## config.mk

```make
export PLATFORM = sky130hd
export DESIGN_NAME = multihat_accum
export DESIGN_NICKNAME = d
export VERILOG_FILES = /design/src/rtl/multihat_pkg.sv /design/src/rtl/multihat_fifo.sv /design/src/rtl/multihat_accum.sv
export SDC_FILE = /design/constraint.sdc
export NUM_CORES = 1
export LEC_CHECK = 0
export CORE_UTILIZATION = 50
export CTS_CLUSTER_DIAMETER = 200
export DETAILED_ROUTE_END_ITERATION = 6
export HOLD_SLACK_MARGIN = 0.15
export PLACE_DENSITY = 0.73
export SLEW_MARGIN = 20
export SYNTH_ARGS = -nofsm -noshare
export SYNTH_HDL_FRONTEND = slang
export SYNTH_SLANG_ARGS = --single-unit
```

## constraint.sdc

```tcl
create_clock -name clk -period 10.8 [get_ports clk]
set_input_delay 1.08 -clock clk [delete_from_list [all_inputs] [get_ports clk]]
set_output_delay 1.08 -clock clk [all_outputs]
set_load 0.05 [all_outputs]
```

## src/rtl/multihat_pkg.sv

```systemverilog
// Shared types and helpers for the multi-hat Gaussian accumulator.
// Optional output clipping is enabled with the GAUSS_CLIP_EN macro (see multihat_accum).
package multihat_pkg;

  localparam int HAT_W     = 17;
  localparam int MAX_BEATS = 16;  // 64 hats / 4 lanes

  typedef logic signed [HAT_W-1:0]       hat_t;
  typedef logic [$clog2(MAX_BEATS)-1:0]  beat_cnt_t;

  // Sample width grows by log2(hats) so the full sum can never overflow.
  function automatic int out_w(input int hats);
    return HAT_W + $clog2(hats);
  endfunction

  // Triangular variate: upper half minus lower half of a uniform word.
  function automatic hat_t hat_of(input logic [31:0] word);
    return $signed({1'b0, word[31:16]}) - $signed({1'b0, word[15:0]});
  endfunction

endpackage

```

## src/rtl/multihat_fifo.sv

```systemverilog
// Small synchronous FIFO; an empty FIFO keeps presenting the last popped word.
module multihat_fifo #(
  parameter  int WIDTH = 21,
  parameter  int DEPTH = 2,
  localparam int CNT_W = $clog2(DEPTH + 1)
) (
  input  logic             clk,
  input  logic             rst_n,
  input  logic             push_i,
  input  logic             pop_i,
  input  logic [WIDTH-1:0] data_i,
  output logic [WIDTH-1:0] data_o,
  output logic             full_o,
  output logic             empty_o,
  output logic [CNT_W-1:0] count_o
);

  localparam int PTR_W = (DEPTH > 1) ? $clog2(DEPTH) : 1;

  logic [WIDTH-1:0] mem_q [DEPTH];
  logic [PTR_W-1:0] wr_ptr_q, rd_ptr_q;
  logic [CNT_W-1:0] count_q;
  logic [WIDTH-1:0] last_q;
  logic             do_push, do_pop;

  assign empty_o = (count_q == '0);
  assign full_o  = (count_q == CNT_W'(DEPTH));
  assign count_o = count_q;
  assign do_pop  = pop_i & ~empty_o;
  assign do_push = push_i & (~full_o | do_pop);
  assign data_o  = empty_o ? last_q : mem_q[rd_ptr_q];

  // NOTE: storage has no reset; only pointers, count and the held output word need a known value.
  always_ff @(posedge clk) begin
    if (do_push) mem_q[wr_ptr_q] <= data_i;
  end

  always_ff @(posedge clk or negedge rst_n) begin
    if (!rst_n) begin
      wr_ptr_q <= '0;
      rd_ptr_q <= '0;
      count_q  <= '0;
      last_q   <= '0;
    end else begin
      if (do_push) wr_ptr_q <= wr_ptr_q + PTR_W'(1);
      if (do_pop) begin
        rd_ptr_q <= rd_ptr_q + PTR_W'(1);
        last_q   <= mem_q[rd_ptr_q];
      end
      case ({do_push, do_pop})
        2'b10:   count_q <= count_q + CNT_W'(1);
        2'b01:   count_q <= count_q - CNT_W'(1);
        default: count_q <= count_q;
      endcase
    end
  end

endmodule

```

## src/rtl/multihat_accum.sv

```systemverilog
// Sums HATS_PER_SAMPLE triangular hats from four uniform lanes into Gaussian samples.
// Define GAUSS_CLIP_EN to saturate stored samples to +/-CLIP_MAG and add the clip_hit port.
module multihat_accum
  import multihat_pkg::*;
#(
  parameter  int HATS_PER_SAMPLE = 16,
  parameter  int FIFO_DEPTH      = 2,
`ifdef GAUSS_CLIP_EN
  parameter  int CLIP_MAG        = 786432,
`endif
  localparam int OUT_W           = out_w(HATS_PER_SAMPLE)
) (
  input  logic                    clk,
  input  logic                    reset,
  input  logic                    in_valid,
  output logic                    in_ready,
  input  logic [31:0]             in_u0,
  input  logic [31:0]             in_u1,
  input  logic [31:0]             in_u2,
  input  logic [31:0]             in_u3,
  output logic                    out_valid,
  input  logic                    out_ready,
  output logic signed [OUT_W-1:0] out_sample,
`ifdef GAUSS_CLIP_EN
  output logic                    clip_hit,
`endif
  output logic                    overflow_drop
);

  localparam int        BEATS     = HATS_PER_SAMPLE / 4;
  localparam beat_cnt_t LAST_BEAT = beat_cnt_t'(BEATS - 1);
  localparam int        CNT_W     = $clog2(FIFO_DEPTH + 1);
  localparam int        EXT_W     = OUT_W - HAT_W;

  logic                    alive_q;
  beat_cnt_t               beat_cnt_q;
  logic                    s1_valid_q, s1_last_q;
  hat_t                    s1_hat_q [4];
  hat_t                    hat_d    [4];
  logic signed [OUT_W-1:0] acc_q, beat_sum, sample_sum, wr_value;
  logic                    drop_q;

  logic                    is_last_beat, inflight, room, accept, fifo_push;
  logic                    fifo_full, fifo_empty;
  logic [CNT_W-1:0]        fifo_count;
  logic [CNT_W:0]          occupancy;
  logic [OUT_W-1:0]        fifo_head;

  assign hat_d[0] = hat_of(in_u0);
  assign hat_d[1] = hat_of(in_u1);
  assign hat_d[2] = hat_of(in_u2);
  assign hat_d[3] = hat_of(in_u3);

  // A completing beat is only taken when its sample is guaranteed a FIFO slot.
  assign is_last_beat = (beat_cnt_q == LAST_BEAT);
  assign inflight     = s1_valid_q & s1_last_q;
  assign occupancy    = {1'b0, fifo_count} + {{CNT_W{1'b0}}, inflight};
  assign room         = ~fifo_full & (occupancy < (CNT_W+1)'(FIFO_DEPTH));
  assign in_ready     = alive_q & (~is_last_beat | room);
  assign accept       = in_valid & in_ready;
  assign fifo_push    = inflight;

  // NOTE: every variable driven here gets a default first, so no latch can be inferred.
  always_comb begin
    beat_sum = '0;
    for (int k = 0; k < 4; k++) begin
      beat_sum = beat_sum + {{EXT_W{s1_hat_q[k][HAT_W-1]}}, s1_hat_q[k]};
    end
  end

  assign sample_sum = acc_q + beat_sum;

  // NOTE: state updates use non-blocking assignments so every register samples pre-edge values.
  always_ff @(posedge clk or negedge reset) begin
    if (!reset) begin
      alive_q    <= 1'b0;
      drop_q     <= 1'b0;
      beat_cnt_q <= '0;
      s1_valid_q <= 1'b0;
      s1_last_q  <= 1'b0;
      s1_hat_q   <= '{default: '0};
      acc_q      <= '0;
    end else begin
      alive_q    <= 1'b1;
      drop_q     <= alive_q & in_valid & ~in_ready;
      s1_valid_q <= accept;
      if (accept) begin
        s1_last_q  <= is_last_beat;
        s1_hat_q   <= hat_d;
        beat_cnt_q <= is_last_beat ? '0 : beat_cnt_q + beat_cnt_t'(1);
      end
      if (s1_valid_q) acc_q <= s1_last_q ? '0 : sample_sum;
    end
  end

`ifdef GAUSS_CLIP_EN
  localparam logic signed [OUT_W-1:0] CLIP_HI = OUT_W'(CLIP_MAG);
  localparam logic signed [OUT_W-1:0] CLIP_LO = -CLIP_HI;

  logic clipped, clip_hit_q;

  always_comb begin
    wr_value = sample_sum;
    clipped  = 1'b0;
    if (sample_sum > CLIP_HI) begin
      wr_value = CLIP_HI;
      clipped  = 1'b1;
    end else if (sample_sum < CLIP_LO) begin
      wr_value = CLIP_LO;
      clipped  = 1'b1;
    end
  end

  always_ff @(posedge clk or negedge reset) begin
    if (!reset) clip_hit_q <= 1'b0;
    else        clip_hit_q <= fifo_push & clipped;
  end

  assign clip_hit = clip_hit_q;
`else
  assign wr_value = sample_sum;
`endif

  multihat_fifo #(
    .WIDTH (OUT_W),
    .DEPTH (FIFO_DEPTH)
  ) u_fifo (
    .clk     (clk),
    .rst_n   (reset),
    .push_i  (fifo_push),
    .pop_i   (out_ready),
    .data_i  (wr_value),
    .data_o  (fifo_head),
    .full_o  (fifo_full),
    .empty_o (fifo_empty),
    .count_o (fifo_count)
  );

  assign out_valid     = ~fifo_empty;
  assign out_sample    = signed'(fifo_head);
  assign overflow_drop = drop_q;

endmodule

```

* Word level (Yosys, flattened, before mapping)
Memories as Yosys holds them, arrays and structs flattened.
Cells that the tools add are included.
** Storage, ports and cells
- Logic and storage cells :: 56
- Flip-flop bits (word level) :: 122
- Output and inout bits :: 24
- RAM bits :: 42
- Input port bits :: 132
- Memories kept :: 1
** Memories
- u_fifo.mem_q :: depth 2, bits a word 21, rd ports 1, clocked after memory_dff 0, wr ports 1, line multihat_fifo.sv:20 : logic [WIDTH-1:0] mem_q [DEPTH];
** Cells by class
- Muxes and demuxes :: 6
- $add $sub $neg :: 14
- Bitwise gates (word level) :: 14
- Magnitude comparators :: 1
- Equal/unequal tests :: 4
- Reductions and logical operators :: 2
** Operator list (count)
- $sub A16 B16 Y17 :: 4
- $mux W21 :: 2
- $add A21 B20 Y21 :: 1
- $add A19 B17 Y20 :: 1
- $add A18 B17 Y19 :: 1
- $add A17 B17 Y18 :: 1
- $and A1 B1 Y1 :: 8
- $add A4 B1 Y4 const B :: 1
- $eq A2 B2 Y1 const B :: 2
- $eq A4 B2 Y1 const B :: 1
- $mux W4 :: 1
- $not A1 Y1 :: 4
- $pmux W2 S2 :: 1
- $add A2 B1 Y3 :: 1
- $lt A3 B2 Y1 const B :: 1
- $add A1 B1 Y1 const B :: 2
- $add A2 B1 Y2 const B :: 1
- $eq A2 B1 Y1 const B :: 1
- $logic_not A2 Y1 :: 1
- $mux W1 :: 2
- $or A1 B1 Y1 :: 2
- $reduce_bool A2 Y1 :: 1
- $sub A2 B1 Y2 const B :: 1

* Depth between registers and ports, before layout
Gate-level depths: netlist of the first run.
- Depth in word-level cells :: 8
- Gate-level depth with buffers :: 16

* Modules after synthesis
A second synthesis of the first run with hierarchy kept.
** Second synthesis, totals
- Cell total of the unflattened synthesis :: 1340
- Area total of the unflattened synthesis :: 12077.8 µm²
** By module, submodules not included
- multihat_accum :: cells an instance 1134, instances 1, area each 9357.7 µm², seq. area each 2427.3 µm²
- multihat_fifo :: cells an instance 206, instances 1, area each 2720.1 µm², seq. area each 1886.8 µm²

* Worst setup path before layout of the first run
Ideal clock, no wire load.
- Path kind :: register to register
- Start point :: reg s1_hat_q[1] (netlist bit)
- End point :: mem u_fifo.mem_q[0][19], data pin
- Stages on the path, launching flop included :: 16
- Arrival :: 3.658 ns
- Setup time :: 0.261 ns
- Path slack :: 6.881 ns
- Cells stage by stage :: dfrtp_1 inv_1 fa_1 fa_1 fa_1 inv_1 ha_1 inv_1 fa_1 nor2b_2 o31a_1 o31ai_2 o31a_1 o31ai_2 xnor2_1 inv_1
** Between the ends
- Longest elaborated chain between the ends :: 2
** RTL lines
- start, declared :: line multihat_accum.sv:38 : hat_t s1_hat_q [4];
- start signal, assigned :: line multihat_accum.sv:89 : s1_hat_q <= hat_d;
- $add A19 B17 Y20 :: line multihat_accum.sv:67 : beat_sum = beat_sum + {{EXT_W{s1_hat_q[k][HAT_W-1]}}, s1_hat_q[k]};
- $add A21 B20 Y21 :: line multihat_accum.sv:71 : assign sample_sum = acc_q + beat_sum;
- named net sample_sum[19] :: line multihat_accum.sv:40 : logic signed [OUT_W-1:0] acc_q, beat_sum, sample_sum, wr_value;
- end, declared :: line multihat_fifo.sv:20
The timed path passes the listed nets, and every way through them passes these cells.

* Worst setup path after layout of the first run
- Start point :: reg s1_hat_q[3] (netlist bit)
- End point :: mem u_fifo.mem_q[0][19], data pin
The elaborated chain is that of the path after synthesis.

==> impl_results.html, run 1 <==
<table>
<tr><th>Metric</th><th>Value</th></tr>
<tr><th colspan="2">Worst hold path</th></tr>
<tr><td>Sink of the worst hold path</td><td>s1_hat_q[24]</td></tr>
<tr><td>Number of instances on the worst hold path</td><td>2</td></tr>
<tr><td>Critical hold path startpoint</td><td>s1_hat_q[24]</td></tr>
<tr><td>Worst hold path type</td><td>reg -&gt; reg</td></tr>
<tr><th colspan="2">GRT</th></tr>
<tr><td>Maximum number of pins on one net before global-route repair</td><td>92</td></tr>
<tr><td>Vias in the first global route</td><td>8822</td></tr>
<tr><td>Global-route wire length before repair</td><td>42100 um</td></tr>
<tr><td>GRT Resource Usage Total</td><td>0.218</td></tr>
<tr><td>Number of antenna violations at the first check in global routing</td><td>0</td></tr>
<tr><td>Total congestion overflow after global routing</td><td>0</td></tr>
<tr><th colspan="2">STA</th></tr>
<tr><td>Worst-Margin Slew</td><td>0.827 ns</td></tr>
<tr><td>Worst slew margin relative to its limit</td><td>0.442</td></tr>
<tr><td>Setup slack after layout</td><td>6.60 ns</td></tr>
<tr><td>Clock tree skew after final layout</td><td>0.00886 ns</td></tr>
<tr><td>Setup violators final</td><td>0</td></tr>
<tr><td>Highest clock frequency the design can meet</td><td>0.238 GHz</td></tr>
<tr><td>Number of max-slew violations in the final report</td><td>0</td></tr>
<tr><td>Number of hold violations in the final report</td><td>0</td></tr>
<tr><td>Worst slack on hold paths</td><td>0.479 ns</td></tr>
<tr><td>Final period demand of the worst path</td><td>4.20 ns</td></tr>
<tr><td>Unrepaired setup endpoints after global routing</td><td>no</td></tr>
<tr><td>Final period util</td><td>0.389</td></tr>
<tr><td>Final setup TNS</td><td>0 ns</td></tr>
<tr><th colspan="2">Finish</th></tr>
<tr><td>Area occupied by multi-input gates</td><td>0.00648 mm^2</td></tr>
<tr><td>Area taken by flip-flops and latches</td><td>0.00432 mm^2</td></tr>
<tr><td>Number of standard cells in the final layout excluding fillers</td><td>1787</td></tr>
<tr><td>Filler instances</td><td>2028</td></tr>
<tr><td>Share of final-layout standard cells stronger than drive strength 1</td><td>0.0422</td></tr>
<tr><td>Final net count</td><td>1733</td></tr>
<tr><td>Area delta synth-&gt;final</td><td>20.8%</td></tr>
<tr><td>Ant diodes</td><td>0</td></tr>
<tr><th colspan="2">CTS</th></tr>
<tr><td>Clock sink total</td><td>164</td></tr>
<tr><td>Number of buffers on the longest clock path</td><td>2</td></tr>
<tr><td>CTS buffer count</td><td>17</td></tr>
<tr><td>Cell at the root of the clock tree</td><td>clkbuf_16</td></tr>
<tr><td>CTS Hold Bufs</td><td>0</td></tr>
<tr><td>Number of post-CTS setup repair buffers</td><td>0</td></tr>
<tr><td>Number of H-tree branching levels</td><td>4</td></tr>
<tr><td>Clock Latency Late Sink</td><td>0.42 ns</td></tr>
<tr><td>Cells resized by post-CTS repair</td><td>0</td></tr>
<tr><td>TritonCTS clock tree</td><td>built</td></tr>
<tr><td>Clock-pin transition on the worst setup and hold timing paths</td><td>0.06 ns</td></tr>
<tr><th colspan="2">Yosys</th></tr>
<tr><td>Main area contributors after synthesis</td><td>dfrtp_1 (26%), edfxtp_1 (11%), fa_1 (9.7%)</td></tr>
<tr><td>Total nets after synthesis</td><td>1585</td></tr>
<tr><td>Post-synth EDFFs</td><td>42</td></tr>
<tr><td>Synth Register Bits</td><td>164</td></tr>
<tr><td>Proportion of synthesized chip area in sequential cells</td><td>0.361</td></tr>
<tr><td>Yosys warns</td><td>0</td></tr>
<tr><td>Area leader, netlist</td><td>dfrtp_1</td></tr>
<tr><td>Library cells used by synthesis</td><td>64</td></tr>
<tr><td>Portion of synthesized cell area occupied by the leading cell type</td><td>0.256</td></tr>
<tr><td>Summed instance area of the synthesized netlist</td><td>0.0119 mm^2</td></tr>
<tr><td>Post-synthesis area per instance</td><td>9.13 um^2</td></tr>
<tr><td>Share of synthesized flip-flops with an asynchronous set or reset</td><td>0.744</td></tr>
<tr><td>Main flop type after synthesis</td><td>dfrtp_1</td></tr>
<tr><td>Number of instances in the synthesized netlist</td><td>1307</td></tr>
<tr><th colspan="2">Placed design</th></tr>
<tr><td>Quantity of I/O buffers inserted on ports</td><td>155</td></tr>
<tr><td>Estimated wirelength of the detail-placed design</td><td>20000 um</td></tr>
<tr><td>Final Wtd Congestion</td><td>0.883</td></tr>
<tr><td>DP Cell Count</td><td>1755</td></tr>
<tr><td>Placement Setup Slack</td><td>6.63 ns</td></tr>
<tr><th colspan="2">Setup path</th></tr>
<tr><td>R2R setup slack</td><td>6.60 ns</td></tr>
<tr><td>Startpoint kind of the worst setup timing path</td><td>flop</td></tr>
<tr><td>Worst Reg-to-Reg Cells</td><td>15</td></tr>
<tr><td>Reg-to-Reg End</td><td>u_fifo.mem_q[0][19]</td></tr>
<tr><td>Startpoint-to-endpoint class of the critical path</td><td>reg -&gt; reg</td></tr>
<tr><td>Critical path arrival</td><td>4.37 ns</td></tr>
<tr><td>Req. time, crit path</td><td>10.97 ns</td></tr>
<tr><td>Worst flop-to-flop path startpoint</td><td>s1_hat_q[3]</td></tr>
<tr><td>Critical path capture point type</td><td>flop</td></tr>
<tr><td>Biggest fanout along the worst timing path</td><td>4</td></tr>
<tr><th colspan="2">Routing</th></tr>
<tr><td>Via/cell ratio</td><td>5.10</td></tr>
<tr><td>Pre-Repair DR Iteration Count</td><td>5</td></tr>
<tr><td>Count of vias placed by the detailed router</td><td>9111</td></tr>
<tr><td>DRC violations left</td><td>0</td></tr>
<tr><td>Final routed wirelength across all metal layers</td><td>25100 um</td></tr>
<tr><td>Routed length per instance</td><td>14.1 um</td></tr>
<tr><td>Drt first-iter violations</td><td>627</td></tr>
<tr><td>Remaining number of nets flagged by the antenna check after routing</td><td>0</td></tr>
<tr><th colspan="2">Floorplanning</th></tr>
<tr><td>Total number of placement rows</td><td>56</td></tr>
<tr><td>Die height</td><td>157 um</td></tr>
<tr><td>Initial Utilization</td><td>0.509</td></tr>
<tr><td>Number of I/O pins</td><td>156</td></tr>
<tr><td>Die width</td><td>157 um</td></tr>
<tr><td>Floorplan Core Area</td><td>0.0235 mm^2</td></tr>
<tr><td>Die area</td><td>0.0245 mm^2</td></tr>
<tr><th colspan="2">Flow run</th></tr>
<tr><td>Max-cap violations</td><td>0</td></tr>
<tr><th colspan="2">Status</th></tr>
<tr><td>Outcome</td><td>completed</td></tr>
</table>
[worst max-delay path, cell delays in order (launching register included)]
cell and delay, ns:
dfrtp_1 0.36, inv_1 0.07, fa_1 0.53, inv_1 0.05, fa_1 0.51, inv_1 0.06, fa_1 0.50, inv_1 0.04
ha_1 0.33, nor2b_2 0.18, o31a_1 0.28, o31ai_2 0.45, o31a_1 0.23, o31ai_2 0.09, xnor2_1 0.19, inv_1 0.08
[Yosys cell counts (13+ instances only)]
cell type and count:
a21o_1 18, a21oi_1 64, clkbuf_1 19, dfrtp_1 122
edfxtp_1 42, fa_1 58, ha_1 88, inv_1 271
mux2i_1 29, nand2_1 115, nand2b_1 23, nand3_1 16
nor2_1 61, nor3_1 16, o21a_1 23, o21ai_0 113
o22ai_1 13, o31ai_1 13, xnor2_1 43, xor2_1 20
[placed cells by master, fill, tap and decap left out, types with 7 or more instances in the layout]
cell,n
inv_1,271
clkdlybuf4s50_1,154
dfrtp_1,121
nand2_1,115
o21ai_0,113
ha_1,88
a21oi_1,64
nor2_1,61
fa_1,58
xnor2_1,43
edfxtp_1,42
mux2i_1,29
nand2b_1,23
o21a_1,23
xor2_1,20
a21o_1,18
clkbuf_16,17
nor3_1,16
nand3_1,15
o31ai_1,13
o22ai_1,13
a211oi_1,12
a31oi_1,11
o21ai_1,9
nor2b_1,9
buf_4,8
nand4_1,7
[flip-flops by register name (all words and copies together), names as in the netlist]
register and flops:
s1_hat_q 68, acc_q 21, u_fifo.count_o 2, overflow_drop 1, beat_cnt_q 4, u_fifo.mem_q 42, s1_valid_q 1, s1_last_q 1
u_fifo.rd_ptr_q 1, alive_q 1, u_fifo.wr_ptr_q 1, u_fifo.last_q 21
[cell families (layout without fill, tap and decap cells)]
| group | count (synthesis) | count (layout) | synth area share |
|---|---|---|---|
| DFF | 164 | 164 | 0.361 |
| adders and majority gates | 146 | 146 | 0.189 |
| and+or+nand+nor | 273 | 273 | 0.105 |
| xor gates and xnor gates | 63 | 63 | 0.0462 |
| AOI/OAI and AO/OA | 325 | 325 | 0.175 |
| other | 1 | 1 | 0.000314 |
| buffers and inverters | 304 | 465 | 0.0965 |
| muxes | 31 | 31 | 0.0262 |
[worst max path at each step]
stage           startpoint             endpoint  slack, ns  cells after the start
2_1_floorplan  s1_hat_q[1]  u_fifo.mem_q[0][19]       6.88                     15
3_3_place_gp   s1_hat_q[3]  u_fifo.mem_q[0][19]       6.71                     15
3_5_place_dp   s1_hat_q[1]  u_fifo.mem_q[0][19]       6.63                     15
4_1_cts        s1_hat_q[3]  u_fifo.mem_q[0][19]       6.61                     15
5_1_grt        s1_hat_q[2]            acc_q[14]       6.39                     15
6_report       s1_hat_q[3]  u_fifo.mem_q[0][19]       6.60                     15
[routing by layer]
| metal | vias up | routed length (um) | GRT usage | part of all wire |
|---|---|---|---|---|
| li1 | 4635 | - | - | - |
| met1 | 4238 | 12000 | 0.296 | 0.48 |
| met2 | 208 | 11800 | 0.363 | 0.47 |
| met3 | 30 | 968 | 0.0324 | 0.039 |
| met4 | 0 | 367 | 0.0607 | 0.015 |
| met5 | - | 0 | 0 | 0 |
[layout make-up]
class	instances	share of cell area
clock buffers	20	0.0310
clock inverters	12	0.0108
inverters	271	0.0705
multi-input cells	839	0.450
flip-flops and latches	164	0.299
well taps	319	0.0277
repair buffers	162	0.111
[metrics by stage]
step / utilization / area (um^2)
final: 0.614 / 14400
after global routing: 0.614 / 14400
after CTS: 0.614 / 14400
after detailed placement: 0.589 / 13800
after global placement: 0.589 / 13800
after floorplan: - / 11900
Power of run 1 is left out: the tool's default activity adds up to more than one toggle a clock period on the data nets, which glitch-free logic cannot reach.
==> run 2: changes to the inputs <==
==> constraint.sdc (replaced) <==
create_clock -name clk -period 4.1 [get_ports clk]
set_input_delay 0.41 -clock clk [delete_from_list [all_inputs] [get_ports clk]]
set_output_delay 0.41 -clock clk [all_outputs]
set_load 0.05 [all_outputs]
==> run 2 against run 1 <==
Net effect:
- die area unchanged
- final area up 1.4%
- sequential share of layout area down 0.41 points
- register-to-register slack worse by 6.5 ns
- critical path type unchanged
==> impl_results.html, run 2 (synthesized netlist as in run 1, its figures left out) <==
<table>
<tr><th>Metric</th><th>Value</th></tr>
<tr><th colspan="2">Status</th></tr>
<tr><td>Outcome</td><td>completed (unchanged)</td></tr>
<tr><th colspan="2">Worst hold path</th></tr>
<tr><td>Number of instances on the worst hold path</td><td>2 (unchanged)</td></tr>
<tr><td>Worst hold path type</td><td>reg -&gt; reg (unchanged)</td></tr>
<tr><td>Critical hold path startpoint</td><td>s1_hat_q[6] (was s1_hat_q[24])</td></tr>
<tr><td>Sink of the worst hold path</td><td>s1_hat_q[6] (was s1_hat_q[24])</td></tr>
<tr><th colspan="2">STA</th></tr>
<tr><td>Worst slew margin relative to its limit</td><td>0.403 (was 0.442)</td></tr>
<tr><td>Final period util</td><td>0.986 (was 0.389)</td></tr>
<tr><td>Final period demand of the worst path</td><td>4.04 ns (was 4.20 ns)</td></tr>
<tr><td>Worst slack on hold paths</td><td>0.479 ns (about the same)</td></tr>
<tr><td>Unrepaired setup endpoints after global routing</td><td>yes (was no)</td></tr>
<tr><td>Clock tree skew after final layout</td><td>0.00638 ns (was 0.00886 ns)</td></tr>
<tr><td>Number of max-slew violations in the final report</td><td>0 (unchanged)</td></tr>
<tr><td>Number of hold violations in the final report</td><td>0 (unchanged)</td></tr>
<tr><td>Highest clock frequency the design can meet</td><td>0.247 GHz (was 0.238 GHz)</td></tr>
<tr><td>Final setup TNS</td><td>0 ns (unchanged)</td></tr>
<tr><td>Setup violators final</td><td>0 (unchanged)</td></tr>
<tr><td>Worst-Margin Slew</td><td>0.896 ns (was 0.827 ns)</td></tr>
<tr><th colspan="2">CTS</th></tr>
<tr><td>Number of H-tree branching levels</td><td>4 (unchanged)</td></tr>
<tr><td>Clock-pin transition on the worst setup and hold timing paths</td><td>0.06 ns (about the same)</td></tr>
<tr><td>Cell at the root of the clock tree</td><td>clkbuf_16 (unchanged)</td></tr>
<tr><td>Clock sink total</td><td>164 (unchanged)</td></tr>
<tr><td>CTS buffer count</td><td>17 (unchanged)</td></tr>
<tr><td>Number of buffers on the longest clock path</td><td>2 (unchanged)</td></tr>
<tr><td>Clock Latency Late Sink</td><td>0.43 ns (was 0.42 ns)</td></tr>
<tr><td>TritonCTS clock tree</td><td>built (unchanged)</td></tr>
<tr><th colspan="2">Flow run</th></tr>
<tr><td>Max-cap violations</td><td>0 (unchanged)</td></tr>
<tr><th colspan="2">Floorplanning</th></tr>
<tr><td>Die height</td><td>157 um (unchanged)</td></tr>
<tr><td>Initial Utilization</td><td>0.509 (unchanged)</td></tr>
<tr><td>Die area</td><td>0.0245 mm^2 (unchanged)</td></tr>
<tr><td>Number of I/O pins</td><td>156 (unchanged)</td></tr>
<tr><td>Total number of placement rows</td><td>56 (unchanged)</td></tr>
<tr><td>Floorplan Core Area</td><td>0.0235 mm^2 (unchanged)</td></tr>
<tr><td>Die width</td><td>157 um (unchanged)</td></tr>
<tr><th colspan="2">Routing</th></tr>
<tr><td>Routed length per instance</td><td>14.4 um (was 14.1 um)</td></tr>
<tr><td>DRC violations left</td><td>0 (unchanged)</td></tr>
<tr><td>Drt first-iter violations</td><td>584 (was 627)</td></tr>
<tr><td>Via/cell ratio</td><td>5.14 (was 5.10)</td></tr>
<tr><td>Remaining number of nets flagged by the antenna check after routing</td><td>0 (unchanged)</td></tr>
<tr><td>Met3 wirelength from detailed routing</td><td>1080 um (was 968 um)</td></tr>
<tr><td>Max layer used</td><td>met4 (unchanged)</td></tr>
<tr><td>Met2 wire length</td><td>12500 um (was 11800 um)</td></tr>
<tr><td>Pre-Repair DR Iteration Count</td><td>5 (unchanged)</td></tr>
<tr><td>Final routed wirelength across all metal layers</td><td>26000 um (was 25100 um)</td></tr>
<tr><td>Count of vias placed by the detailed router</td><td>9256 (was 9111)</td></tr>
<tr><td>Routed length on met1</td><td>11900 um (was 12000 um)</td></tr>
<tr><th colspan="2">Placed design</th></tr>
<tr><td>Placed inst area</td><td>0.0139 mm^2 (was 0.0138 mm^2)</td></tr>
<tr><td>Quantity of I/O buffers inserted on ports</td><td>155 (unchanged)</td></tr>
<tr><td>Final Wtd Congestion</td><td>0.895 (was 0.883)</td></tr>
<tr><td>Estimated wirelength of the detail-placed design</td><td>20300 um (was 20000 um)</td></tr>
<tr><th colspan="2">Setup path</th></tr>
<tr><td>CP max stage delay</td><td>0.55 ns (was 0.53 ns)</td></tr>
<tr><td>Req. time, crit path</td><td>4.28 ns (was 10.97 ns)</td></tr>
<tr><td>Worst Reg-to-Reg Cells</td><td>15 (unchanged)</td></tr>
<tr><td>Startpoint-to-endpoint class of the critical path</td><td>reg -&gt; reg (unchanged)</td></tr>
<tr><td>CP cell instances</td><td>inv_2 &gt; fa_1 &gt; fa_1 &gt; fa_1 &gt; inv_1 &gt; ha_2 &gt; inv_2 &gt; fa_2 &gt; nor2b_2 &gt; o31a_1 &gt; o31ai_4 &gt; o31a_1 &gt; o31ai_2 &gt; xnor2_1 &gt; inv_1 (was inv_1 &gt; fa_1 &gt; inv_1 &gt; fa_1 &gt; inv_1 &gt; fa_1 &gt; inv_1 &gt; ha_1 &gt; nor2b_2 &gt; o31a_1 &gt; o31ai_2 &gt; o31a_1 &gt; o31ai_2 &gt; xnor2_1 &gt; inv_1)</td></tr>
<tr><td>Critical path capture point type</td><td>flop (unchanged)</td></tr>
<tr><td>R2R setup slack</td><td>0.06 ns (was 6.60 ns)</td></tr>
<tr><td>Biggest fanout along the worst timing path</td><td>4 (unchanged)</td></tr>
<tr><td>Most common cell type on the critical path</td><td>fa_1 (was inv_1)</td></tr>
<tr><td>Critical path arrival</td><td>4.22 ns (was 4.37 ns)</td></tr>
<tr><td>Reg-to-Reg End</td><td>u_fifo.mem_q[0][19] (unchanged)</td></tr>
<tr><td>Worst flop-to-flop path startpoint</td><td>s1_hat_q[1] (was s1_hat_q[3])</td></tr>
<tr><td>Critical path's slowest cell</td><td>fa_1 (unchanged)</td></tr>
<tr><td>Startpoint kind of the worst setup timing path</td><td>flop (unchanged)</td></tr>
<tr><th colspan="2">GRT</th></tr>
<tr><td>Vias in the first global route</td><td>9050 (was 8822)</td></tr>
<tr><td>Maximum number of pins on one net before global-route repair</td><td>122 (was 92)</td></tr>
<tr><td>Global-route wire length before repair</td><td>42700 um (was 42100 um)</td></tr>
<tr><td>GRT Resource Usage Total</td><td>0.222 (was 0.218)</td></tr>
<tr><td>Number of antenna violations at the first check in global routing</td><td>0 (unchanged)</td></tr>
<tr><td>Total congestion overflow after global routing</td><td>0 (unchanged)</td></tr>
<tr><th colspan="2">Finish</th></tr>
<tr><td>Leading registers by flop count</td><td>s1_hat_q (68), u_fifo.mem_q (42) (unchanged)</td></tr>
<tr><td>Ant diodes</td><td>0 (unchanged)</td></tr>
<tr><td>Post-route standard cell area excluding fillers</td><td>0.0146 mm^2 (was 0.0144 mm^2)</td></tr>
<tr><td>Share of final-layout standard cells stronger than drive strength 1</td><td>0.0655 (was 0.0422)</td></tr>
<tr><td>Largest register by flop count</td><td>s1_hat_q (unchanged)</td></tr>
<tr><td>Commonest non-fill, non-tap cells in the layout</td><td>inv_1 (267), clkdlybuf4s50_1 (154), dfrtp_1 (122), nand2_1 (115), o21ai_0 (112) (was inv_1 (271), clkdlybuf4s50_1 (154), dfrtp_1 (121), nand2_1 (115), o21ai_0 (113))</td></tr>
<tr><td>Final net count</td><td>1747 (was 1733)</td></tr>
<tr><td>Filler instances</td><td>1942 (was 2028)</td></tr>
<tr><td>Most frequent standard cell in the layout excluding fill and tap cells</td><td>inv_1 (unchanged)</td></tr>
<tr><td>Area occupied by multi-input gates</td><td>0.00658 mm^2 (was 0.00648 mm^2)</td></tr>
<tr><td>Area delta synth-&gt;final</td><td>22.4% (was 20.8%)</td></tr>
<tr><td>Final core utilization</td><td>0.623 (was 0.614)</td></tr>
<tr><td>Area taken by flip-flops and latches</td><td>0.00431 mm^2 (was 0.00432 mm^2)</td></tr>
<tr><td>Flip-flop count of the largest register, all copies and words added</td><td>68 (unchanged)</td></tr>
</table>
[run 2: cell types whose count changed in the layout (fill, tap and decap cells not counted), moves of 3 or more]
cell / before / now
buf_4: 8 / 19
ha_1: 88 / 83
ha_2: 0 / 5
inv_1: 271 / 267
inv_2: 0 / 4
a31oi_1: 11 / 8
a31oi_2: 0 / 3
[run 2: layout make-up]
| class | count | area share |
|---|---|---|
| Multi-Input combinational cell | 839 | 0.450 |
| Clock inverter | 12 | 0.00890 |
| Clock buffer | 20 | 0.0299 |
| Timing Repair Buffer | 176 | 0.119 |
| Tap cell | 319 | 0.0273 |
| Inverter | 271 | 0.0696 |
| Sequential cell | 164 | 0.295 |
[run 2: worst max-delay path by stage]
stage                 from                   to  slack, ns  cells after the start
4_1_cts        s1_hat_q[3]  u_fifo.mem_q[1][19]     -0.004                     15
2_1_floorplan  s1_hat_q[1]  u_fifo.mem_q[0][19]       0.18                     15
5_1_grt        s1_hat_q[1]  u_fifo.mem_q[0][19]      -0.14                     15
6_report       s1_hat_q[1]  u_fifo.mem_q[0][19]       0.06                     15
3_3_place_gp   s1_hat_q[3]  u_fifo.mem_q[1][19]       0.08                     15
3_5_place_dp   s1_hat_q[2]            acc_q[14]      0.006                     15
[run 2: metal layers]
| metal | vias to the layer above | global-route usage |
|---|---|---|
| met5 | - | 0 |
| met4 | 0 | 0.0640 |
| met3 | 37 | 0.0440 |
| met2 | 216 | 0.374 |
| met1 | 4356 | 0.290 |
| li1 | 4647 | - |
[run 2: worst max-delay path: cells and delay by family, from the launching register on]
| kind | cells | cell delay, ns |
|---|---|---|
| buf+inv | 4 | 0.24 |
| compound gates | 4 | 0.90 |
| flops | 1 | 0.36 |
| xor+xnor | 1 | 0.17 |
| fa+ha+maj | 5 | 1.97 |
| simple gates | 1 | 0.15 |
[run 2: per-stage QoR]
stage	cells	worst slack [ns]
final	1801	0.0590
after detailed placement	1760	0.00583
after CTS	1793	-0.00402
after global routing	1801	-0.135
after floorplan	1307	0.181
after global placement	1760	0.0846
[run 2: timing repair]
item                                   in CTS  in global routing
pin swaps                                   0                 20
endpoints found under the hold margin      42                  0
hold buffers                                1                  0
setup endpoints to repair                   2                 29
buffers inserted                            0                  8
gates resized for setup                     0                 26
Power of run 2 is left out for the same reason.
==> variant: new RTL, settings of run 2 <==
Add a define of `GAUSS_CLIP_EN`.
--- a/src/rtl/multihat_accum.sv
+++ b/src/rtl/multihat_accum.sv
@@ -2,2 +2,4 @@
 // Define GAUSS_CLIP_EN to saturate stored samples to +/-CLIP_MAG and add the clip_hit port.
+`define GAUSS_CLIP_EN
+
 module multihat_accum
Function (old outputs only; new: clip_hit): changed (a bounded check fails within 10 cycles, from zero or initial values and one cycle with reset low).
==> variant against run 2 <==
- the run now ends with setup timing left
- sequential cell count rose by 1
- final area grew 12%
- area after synthesis up 3.9%
- first-iteration DRC count is 3.3% lower
- worst setup slack worse by 0.83 ns
- wire length rose by 12%
- utilization is 5.0 points higher
Power is not shown: default switching activity piles up to over one toggle a cycle in this logic, so the estimate is an artifact.
==> variant: results (changes against run 2) <==
* Worst clock skew at 0.0119 ns (was 0.00638 ns)
* Synth Flop Type: dfrtp_1 (unchanged)
* Reg2Reg Launch Point: s1_hat_q[19]$_DFFE_PN0P_ (was s1_hat_q[1]$_DFFE_PN0P_)
* Skew-Pair Late Insertion Delay at 0.43 ns (about the same)
* Hold Path Depth at 2 (unchanged)
* Relative slew slack at 0.332 (was 0.403)
* Synth warnings at 0 (unchanged)
* Compound-cell area share of the yosys netlist at 0.176 (was 0.175)
* Clock tree buffer depth at 2 (unchanged)
* Final wirelength at 29200 um (was 26000 um)
* Post-synthesis mux area share at 0.0212 (was 0.0262)
* Hold_sp: u_fifo.last_q[18]$_DFFE_PN0P_ (was s1_hat_q[6]$_DFFE_PN0P_)
* Yosys cell types at 75 (was 64)
* Largest regs: s1_hat_q (68), u_fifo.mem_q (42) (unchanged)
* Post-synth EDFFs at 42 (unchanged)
* First-pass detailed-route iteration total at 5 (unchanged)
* Synth top cells by count: inv_1, dfrtp_1, o21ai_0, nand2_1, ha_1 (was inv_1, dfrtp_1, nand2_1, o21ai_0, ha_1)
* # DRC at 0 (unchanged)
* Clk slew on worst S/H paths at roughly 0.070 ns
* Initial antenna violation count at 2 (was 0)
* Layout cells sized above 1 at 0.153 (was 0.0655)
* Port Buf Inserts at 156 (was 155)
* H-tree Lvls at 4 (unchanged)
* Area share of fa/ha/maj cells after synthesis at 0.182 (was 0.189)
* DP HPWL at 22200 um (was 20300 um)
* CTS root buf: clkbuf_16 (unchanged)
* Reg2Reg Depth at 18 (was 15)
* Worst Hold Path EP: u_fifo.last_q[18]$_DFFE_PN0P_ (was s1_hat_q[6]$_DFFE_PN0P_)
* Global route total overflow at 0 (unchanged)
* Register area share after synthesis at 0.350 (was 0.361)
* Final setup margin at -0.766 ns (was 0.0590 ns)
* Main area contributors after synthesis: dfrtp_1, edfxtp_1, fa_1 (unchanged)
* HP Class: flip-flop to flip-flop (unchanged)
* Final Hold Vio Count at 0 (unchanged)
* Tot GR Track Use at 0.236 (was 0.222)
* Setup Viol. Count Final at 46 (was 0)
* Asr flop ratio synth at 0.745 (was 0.744)
* Worst Path Arrival at 5.12 ns (was 4.22 ns)
* CTS buffer count at 17 (unchanged)
* Status: finished, violations left (was completed)
* XOR/XNOR Fraction of Synth Area at 0.0400 (was 0.0462)
* Vias after detailed routing at 10.2k (was 9256)
* DRT iter0 DRCs at 565 (was 584)
* Largest net degree at the start of global routing at 134 (was 122)
* RR Endpoint: u_fifo.mem_q[0][11]$_DFFE_PP_ (was u_fifo.mem_q[0][19]$_DFFE_PP_)
* Failing checks: setup timing
* CP max FO at 7 (was 4)
* Vias per cell at 5.19 (was 5.14)
* First-pass GRT wire length at 48700 um (was 42700 um)
* GP Congestion at 0.866 (was 0.895)
* Syn_nets at 1651 (was 1585)
* Post-synthesis cell count at 1373 (was 1307)
* Dpl cells at 1911 (was 1760)
==> variant: how the worst max path moves through the flow <==
stage                                         from                            end  slack, ns
final                     s1_hat_q[19]$_DFFE_PN0P_  u_fifo.mem_q[0][11]$_DFFE_PP_      -0.77
after global routing      s1_hat_q[19]$_DFFE_PN0P_  u_fifo.mem_q[0][11]$_DFFE_PP_      -1.01
after CTS                  s1_hat_q[2]$_DFFE_PN0P_   u_fifo.mem_q[1][4]$_DFFE_PP_      -0.68
after detailed placement   s1_hat_q[1]$_DFFE_PN0P_   u_fifo.mem_q[0][4]$_DFFE_PP_      -0.72
after global placement     s1_hat_q[0]$_DFFE_PN0P_   u_fifo.mem_q[0][4]$_DFFE_PP_      -0.61
after floorplan            s1_hat_q[2]$_DFFE_PN0P_  u_fifo.mem_q[0][13]$_DFFE_PP_      -0.46
==> variant: what timing repair did <==
item,in CTS,in global routing
pin swaps,13,47
buffers inserted,7,14
hold endpoints to repair,57,0
gates resized for setup,38,71
hold buffers,1,0
cloned,0,3
setup endpoints to repair,53,55
==> variant: kinds of logic (layout without fill, tap and decap cells) <==
| logic type | count (synthesis) | count (layout) |
|---|---|---|
| xor+xnor | 55 | 55 |
| buf+inv | 306 | 576 |
| simple gates | 337 | 337 |
| fa+ha+maj | 146 | 146 |
| compound gates | 337 | 337 |
| other cells | 1 | 2 |
| mux | 26 | 26 |
| flops | 165 | 165 |
==> variant: layout make-up <==
class                      instances  area, um^2
antenna                            1        2.50
inverter                         261         985
clock inverter                    13         149
multi-input combinational        902        7340
clock buffer                      19         443
tap                              324         405
timing repair buffer             283        2700
fill                            1918        7960
sequential                       165        4340
==> variant: worst max-delay path: stages, from the launching register on <==
cell	delay (ns)
dfrtp_1	0.37
inv_2	0.05
fa_1	0.52
inv_1	0.05
fa_1	0.49
inv_2	0.04
fa_2	0.54
inv_2	0.05
ha_4	0.20
a211o_4	0.36
buf_6	0.12
a21o_1	0.15
a311oi_2	0.22
nand4_1	0.17
a2111oi_2	0.41
nand4_1	0.16
nand4bb_4	0.32
clkbuf_16	0.23
a211oi_4	0.22
==> variant: metal layers <==
metal  GRT usage  routed length (um)  vias up
met3      0.0336                1140       43
met5           0                  13        -
met4      0.0717                 600        2
met2       0.395               14200      249
met1       0.317               13200     4780
li1            -                   -     5131
==> variant: per-stage QoR <==
stage | TNS (ns) | hold slack (ns) | cell area, um^2 | utilization | setup WS, ns
after floorplan | -15.60 | 0.114 | 12400 | - | -0.457
after global placement | -21.76 | 0.461 | 15000 | 0.617 | -0.608
after detailed placement | -26.71 | 0.468 | 15000 | 0.617 | -0.721
after CTS | -25.56 | 0.484 | 15800 | 0.651 | -0.678
after global routing | -37.00 | 0.498 | 16400 | 0.673 | -1.01
final | -27.78 | 0.478 | 16400 | 0.673 | -0.766
